==> src/rtl/drag_tree_sequencer.sv <==
// drag_tree_sequencer: start-light tree sequencer for a two-lane drag race.
// Drives per-lamp light-on levels (staged, amber, green, red), tracks
// rolling-start fouls, per-lane reaction time in ms and the race winner.
// All outputs are registered (one cycle of latency from any input).
// Optional feature macro: PRO_TREE_EN -- when defined, the three sequential
// amber steps are replaced by one AMBER step with all three ambers lit.
module drag_tree_sequencer #(
    parameter int TICK_CYCLES   = 25000000,
    parameter int MS_CYCLES     = 50000,
    parameter int RT_W          = 12,
    parameter int TIMEOUT_TICKS = 20
) (
    input  logic            i_clk,
    input  logic            i_rst_n,
    input  logic            i_start,
    input  logic [1:0]      i_stage,
    input  logic [1:0]      i_finish,
    output logic [1:0]      o_staged_on,
    output logic [2:0]      o_amber_on,
    output logic [1:0]      o_green_on,
    output logic [1:0]      o_red_on,
    output logic [1:0]      o_winner,
    output logic [RT_W-1:0] o_react0,
    output logic [RT_W-1:0] o_react1,
    output logic            o_busy,
    output logic            o_done
);

    localparam int TICK_W = (TICK_CYCLES > 1) ? $clog2(TICK_CYCLES) : 1;
    localparam int MS_W   = (MS_CYCLES > 1) ? $clog2(MS_CYCLES) : 1;
    localparam int TO_W   = $clog2(TIMEOUT_TICKS + 1);
    localparam logic [TICK_W-1:0] TICK_LAST = TICK_W'(TICK_CYCLES - 1);
    localparam logic [MS_W-1:0]   MS_LAST   = MS_W'(MS_CYCLES - 1);
    localparam logic [TO_W-1:0]   TO_LAST   = TO_W'(TIMEOUT_TICKS - 1);

`ifdef PRO_TREE_EN
    typedef enum logic [2:0] {
        ST_IDLE, ST_ARMED, ST_AMBER, ST_GREEN, ST_DONE
    } state_t;
    localparam state_t AMBER_FIRST = ST_AMBER;
`else
    typedef enum logic [2:0] {
        ST_IDLE, ST_ARMED, ST_AMBER1, ST_AMBER2, ST_AMBER3, ST_GREEN, ST_DONE
    } state_t;
    localparam state_t AMBER_FIRST = ST_AMBER1;
`endif

    // Lamp pattern shown while in a given amber state.
    function automatic logic [2:0] amber_lamp(input state_t s);
`ifdef PRO_TREE_EN
        amber_lamp = (s == ST_AMBER) ? 3'b111 : 3'b000;
`else
        case (s)
            ST_AMBER1: amber_lamp = 3'b001;
            ST_AMBER2: amber_lamp = 3'b010;
            ST_AMBER3: amber_lamp = 3'b100;
            default:   amber_lamp = 3'b000;
        endcase
`endif
    endfunction

    // State that follows an amber state when its step period expires.
    function automatic state_t amber_advance(input state_t s);
`ifdef PRO_TREE_EN
        amber_advance = (s == ST_AMBER) ? ST_GREEN : ST_IDLE;
`else
        case (s)
            ST_AMBER1: amber_advance = ST_AMBER2;
            ST_AMBER2: amber_advance = ST_AMBER3;
            default:   amber_advance = ST_GREEN;
        endcase
`endif
    endfunction

    state_t          r_state;
    state_t          w_state_next;
    state_t          w_adv_state;
    logic [TICK_W-1:0] r_tick;
    logic [MS_W-1:0] r_ms;
    logic [TO_W-1:0] r_tocnt;
    logic [1:0]      r_run;
    logic [1:0]      w_run_next;
    logic [RT_W-1:0] r_react [2];

    logic [1:0] r_staged, w_staged_next;
    logic [2:0] r_amber,  w_amber_next;
    logic [1:0] r_green,  w_green_next;
    logic [1:0] r_red,    w_red_next;
    logic [1:0] r_winner, w_winner_next;
    logic       r_busy,   r_done;
    logic       w_react_clr;

    logic       w_tick;
    logic       w_ms_tick;
    logic       w_in_amber;
    logic       w_state_chg;
    logic [1:0] w_legal;
    logic [1:0] w_foul;

    assign w_tick      = (r_tick == TICK_LAST);
    assign w_ms_tick   = (r_ms == MS_LAST);
    assign w_state_chg = (w_state_next != r_state);
    assign w_legal     = i_finish & ~r_red;
    assign w_foul      = r_red | ~i_stage;
    assign w_adv_state = amber_advance(r_state);
`ifdef PRO_TREE_EN
    assign w_in_amber  = (r_state == ST_AMBER);
`else
    assign w_in_amber  = (r_state == ST_AMBER1) || (r_state == ST_AMBER2) ||
                         (r_state == ST_AMBER3);
`endif

    // State register.
    always_ff @(posedge i_clk or negedge i_rst_n) begin
        if (!i_rst_n) r_state <= ST_IDLE;
        else          r_state <= w_state_next;
    end

    // Next-state and next lamp/winner values; lamps hold unless changed here.
    always_comb begin
        w_state_next  = r_state;
        w_staged_next = r_staged;
        w_amber_next  = r_amber;
        w_green_next  = r_green;
        w_red_next    = r_red;
        w_winner_next = r_winner;
        w_run_next    = r_run;
        w_react_clr   = 1'b0;
        case (r_state)
            ST_IDLE: begin
                if (i_start) begin
                    w_state_next  = ST_ARMED;
                    w_staged_next = i_stage;
                end
            end
            ST_ARMED: begin
                w_staged_next = i_stage;
                if (i_stage == 2'b11) begin
                    w_state_next = AMBER_FIRST;
                    w_amber_next = amber_lamp(AMBER_FIRST);
                end
            end
            ST_GREEN: begin
                w_run_next = r_run & i_stage;
                if (|w_legal) begin
                    w_winner_next = w_legal;
                    w_state_next  = ST_DONE;
                end else if (w_tick && (r_tocnt == TO_LAST)) begin
                    w_state_next  = ST_DONE;
                end
            end
            ST_DONE: begin
                if (i_start) begin
                    w_state_next  = ST_ARMED;
                    w_staged_next = i_stage;
                    w_winner_next = 2'b00;
                    w_react_clr   = 1'b1;
                    w_red_next    = 2'b00;
                    w_green_next  = 2'b00;
                    w_amber_next  = 3'b000;
                end
            end
            default: begin
                // Amber steps: any lane off its line is fouled for this race.
                w_red_next    = w_foul;
                w_staged_next = r_staged & ~w_foul;
                if (w_foul == 2'b11) begin
                    w_state_next = ST_DONE;
                end else if (w_tick) begin
                    w_state_next = w_adv_state;
                    if (w_adv_state == ST_GREEN) begin
                        w_amber_next = 3'b000;
                        w_green_next = ~w_foul;
                        w_run_next   = ~w_foul;
                    end else begin
                        w_amber_next = amber_lamp(w_adv_state);
                    end
                end
            end
        endcase
    end

    // Registered lamp, winner and status outputs.
    always_ff @(posedge i_clk or negedge i_rst_n) begin
        if (!i_rst_n) begin
            r_staged <= 2'b00;
            r_amber  <= 3'b000;
            r_green  <= 2'b00;
            r_red    <= 2'b00;
            r_winner <= 2'b00;
            r_run    <= 2'b00;
            r_busy   <= 1'b0;
            r_done   <= 1'b0;
        end else begin
            r_staged <= w_staged_next;
            r_amber  <= w_amber_next;
            r_green  <= w_green_next;
            r_red    <= w_red_next;
            r_winner <= w_winner_next;
            r_run    <= w_run_next;
            r_busy   <= (w_state_next == ST_ARMED) || (w_state_next == ST_GREEN) ||
                        ((w_state_next != ST_IDLE) && (w_state_next != ST_DONE));
            r_done   <= (w_state_next == ST_DONE);
        end
    end

    // Step, millisecond and timeout counters; all restart on any state change.
    always_ff @(posedge i_clk or negedge i_rst_n) begin
        if (!i_rst_n) begin
            r_tick  <= '0;
            r_ms    <= '0;
            r_tocnt <= '0;
        end else if (w_state_chg) begin
            r_tick  <= '0;
            r_ms    <= '0;
            r_tocnt <= '0;
        end else begin
            if (w_in_amber || (r_state == ST_GREEN))
                r_tick <= w_tick ? '0 : r_tick + 1'b1;
            else
                r_tick <= '0;
            if (r_state == ST_GREEN) begin
                r_ms <= w_ms_tick ? '0 : r_ms + 1'b1;
                if (w_tick) r_tocnt <= r_tocnt + 1'b1;
            end else begin
                r_ms    <= '0;
                r_tocnt <= '0;
            end
        end
    end

    genvar gi;
    generate
        for (gi = 0; gi < 2; gi++) begin : g_lane
            // Reaction counter: counts ms while the lane is still on its line.
            always_ff @(posedge i_clk or negedge i_rst_n) begin
                if (!i_rst_n)
                    r_react[gi] <= '0;
                else if (w_react_clr)
                    r_react[gi] <= '0;
                else if ((r_state == ST_GREEN) && w_ms_tick && r_run[gi] &&
                         i_stage[gi] && (r_react[gi] != {RT_W{1'b1}}))
                    r_react[gi] <= r_react[gi] + 1'b1;
            end
        end
    endgenerate

    assign o_staged_on = r_staged;
    assign o_amber_on  = r_amber;
    assign o_green_on  = r_green;
    assign o_red_on    = r_red;
    assign o_winner    = r_winner;
    assign o_react0    = r_react[0];
    assign o_react1    = r_react[1];
    assign o_busy      = r_busy;
    assign o_done      = r_done;

endmodule
==> config.mk <==
export PLATFORM = sky130hd
export DESIGN_NAME = drag_tree_sequencer
export DESIGN_NICKNAME = d
export VERILOG_FILES = /design/src/rtl/drag_tree_sequencer.sv
export SDC_FILE = /design/constraint.sdc
export NUM_CORES = 1
export LEC_CHECK = 0
export ABC_AREA = 1
export CAP_MARGIN = 10
export CORE_UTILIZATION = 30
export CTS_BUF_LIST = sky130_fd_sc_hd__clkbuf_8
export CTS_CLUSTER_DIAMETER = 30
export DETAILED_ROUTE_END_ITERATION = 6
export SLEW_MARGIN = 20
export SYNTH_ARGS = -nofsm -noshare
export SYNTH_HDL_FRONTEND = slang
export SYNTH_SLANG_ARGS = --single-unit
export TNS_END_PERCENT = 1
==> constraint.sdc <==
create_clock -name i_clk -period 1.9 [get_ports i_clk]
set_input_delay 0.285 -clock i_clk [delete_from_list [all_inputs] [get_ports i_clk]]
set_output_delay 0.285 -clock i_clk [all_outputs]
set_load 0.01 [all_outputs]
==> results.md <==
* Status: finished, violations left
* Failing checks: negative setup slack
* CP startpoint: r_tick[4]
* Synth-to-layout area growth at 33.0%
* Final min period at about 1.9 ns
* GRT Overall Usage at around 16%
* Distinct cells, synth at 41
* Ratio of cells with drive above 1 in the final layout at around a quarter
* Synthesis Warnings at 0
* Wire per inst at between 10 and 15 um
* CP Capture Type: flip-flop
* RSZ-0062 raised after global routing: yes
* Int Pwr at roughly 4400 uW
* Die Area at ~18,000 um^2
* Max Root-Sink Buffers at 2
* Least-Margin Pin Slew at between 0.4 and 0.5 ns
* Part of the power in registers at 34.2%
* Starting DRT DRC Count at roughly 250
* Drt total wl at 13,600 um
* Final TNS setup at -0.0232 ns
* Setup-failing EPs final at 4
* Place WS at -0.241 ns
* Initial core utilization at a little under a third
* Final core occ at 40.9%
* Comb power frac at 47.1%
* Clock share of power at 18.6%
* I/O Pins at 44
* Final Cycle Share at 101%
* CTS tree: done
* Net Sw Power at between 2000 and 3000 uW
* Peak fanout along the critical path at 9
* Most frequent cells in the layout: 176 x nand2_1, 94 x buf_4, 87 x dfrtp_1
* Hold Crit Class: in -> async
* Initial antenna violation count at 0
* Nets at approximately 870
* Switch share at between 40% and 50%
* Area after DPL at roughly 6700 um^2
* Max-Cap Viols at 0
* Relative max-transition margin at 66.7%
* Element type at the critical path start: flip-flop
* Peak VDD IR at 625 uV
* Syn Inst Count at approximately 720
* Clk slew on worst S/H paths at 0.09 ns
* FF+latch area at between 2000 and 2500 um^2
* Fill cells at 1,799
* Via Count at between 5,000 and 6,000
* Fin. Hold Viols at 0
* WP data arrival at 2.21 ns
* Vias in the first global route at 4,908
* Slack of the critical path at -0.0125 ns
* Register area share after synthesis at between 40% and 50%
* Syn Std Cell Area at approximately 5300 um^2
* Layout Skew at 0.0114 ns
* CTS Buf Count at 9
* Gp weighted congestion at approximately 0.86
* Most common cell after layout, fill and taps aside: nand2_1
* Die Width at approximately 140 um
* Post-Syn Nets at approximately 740
* Fmax at between 500 and 600 MHz
* DRT antenna net count at 0
* Std-Cell Core Area at 17,300 um^2
* Via/cell ratio at 4.63
* Yosys reg bits at approximately 90
* Clk sinks at 88
* # diodes at 0
* PD cells at ~1000 nW/um^2
* Clk_lat worst skew at roughly 0.37 ns
* Hold WS at 0.346 ns
* TritonRoute pass-1 iters at 4
* Site Rows at 48
* Input/output buffers at 43
* H-tree levels at 3
* Reg2reg start: r_tick[4]
* EDFF count, synth at 0
* Asr flop ratio synth at between 90% and 100%
* Main synth FF type: dfrtp_1
* Synth Area per Inst at roughly 7.4 um^2
* Fin. max-slew vios at 0
* Post-detail-place hpwl at between 10,000 and 15,000 um
* Required time of the critical path at 2.20 ns
* First-pass GRT wire length at around 23,000 um
* CP Class: reg -> reg
* Total grt overflow at 0
* Multi-input logic area at approximately 2800 um^2
* Die H at approximately 140 um
* Residual DRC at 0
* Leak Pwr at between 0.003 and 0.004 uW
* Largest net degree at the start of global routing at 43
* Finished Cell Area at 7080 um^2
* CTS root buf: clkbuf_8
-- final timing paths --
kind / endpoint / slack, ns / cells past startpoint
worst max-delay path: r_ms[4] / -0.01 / 13
worst min-delay path: r_tick[10] / 0.35 / 2
worst max register to register: r_ms[4] / -0.01 / 13
worst min register to register: o_amber_on[0] / 0.48 / 2
max in group asynchronous: r_ms[6] / 1.04 / 3
min in group i_clk: o_amber_on[0] / 0.48 / 2
-- through the flow --
stage,power [uW],std cells
after global routing,7950,1091
after floorplan,4340,723
after global placement,5790,1070
final,7410,1091
after CTS,7420,1088
after detailed placement,5820,1070
-- layout make-up --
cell class                 count  area share, %
sequential                    88           31.1
tap                          225           3.98
multi-input combinational    541           40.0
clock buffer                  10           1.94
clock inverter                 6          0.954
timing repair buffer         143           17.8
inverter                      78           4.15
-- logic make-up after synthesis --
group / synth area share [%]
AOI/OAI and AO/OA: 5.00
xor gates and xnor gates: 4.61
adders and majority gates: 1.17
buffers and inverters: 7.21
DFF: 41.4
and+or+nand+nor: 40.6
-- timing repair --
| item | CTS | global route |
|---|---|---|
| hold endpoints to repair | 18 | 0 |
| gates cloned | 1 | 0 |
| gates resized for setup | 9 | 23 |
| hold buffers | 1 | 0 |
| pin swaps | 2 | 1 |
| buffers inserted | 0 | 3 |
| endpoints found under the setup margin | 30 | 75 |
-- cells in the mapped netlist (5+ instances only) --
| cell | instances | area share, % |
|---|---|---|
| xor2_1 | 22 | 3.6 |
| nor3_1 | 20 | 1.9 |
| inv_1 | 72 | 5.1 |
| a21oi_1 | 5 | 0.47 |
| nand2_1 | 184 | 13 |
| nand3_1 | 88 | 8.3 |
| or2_2 | 10 | 1.2 |
| nor2_1 | 83 | 5.9 |
| nor2_2 | 32 | 3.8 |
| xnor2_1 | 6 | 0.99 |
| nand4_1 | 26 | 3.1 |
| inv_2 | 5 | 0.35 |
| ha_1 | 5 | 1.2 |
| o21ai_0 | 15 | 1.4 |
| nor4_1 | 6 | 0.70 |
| dfrtp_1 | 88 | 41 |
| buf_2 | 6 | 0.56 |
-- power groups by stage --
stage	Clock, uW	Combinational (uW)	Sequential, uW
2_1_floorplan	0	1750	2590
4_1_cts	1440	3440	2530
5_1_grt	1510	3840	2590
3_5_place_dp	0	3260	2560
6_report	1380	3490	2540
3_3_place_gp	0	3220	2570
-- worst max-delay path: stages (launching register included) --
cell and delay (ns):
dfrtp_1 0.37, nand2_1 0.13, inv_1 0.12, nand3_1 0.09, nor2_1 0.21, nand2_2 0.15
nand2_1 0.10, nand3_2 0.07, nand2_2 0.08, nand2_1 0.06, nand2_2 0.07, nand3_4 0.13
buf_12 0.18, nor2_2 0.08
-- per-layer routing --
metal | up-vias | track usage [%] | part of all wire, %
li1 | 2629 | - | -
met1 | 2333 | 20.9 | 48
met2 | 80 | 26.5 | 47
met3 | 6 | 3.44 | 3.9
met4 | 0 | 4.37 | 0.66
met5 | - | 0 | 0
-- flip-flops by register name, summed over array words and instances (netlist names), 3 cells and up --
signal,flops
o_react0,12
o_amber_on,3
r_tick,25
o_react1,12
r_ms,16
r_state,3
r_tocnt,5
(Power assumes the default switching activity.)
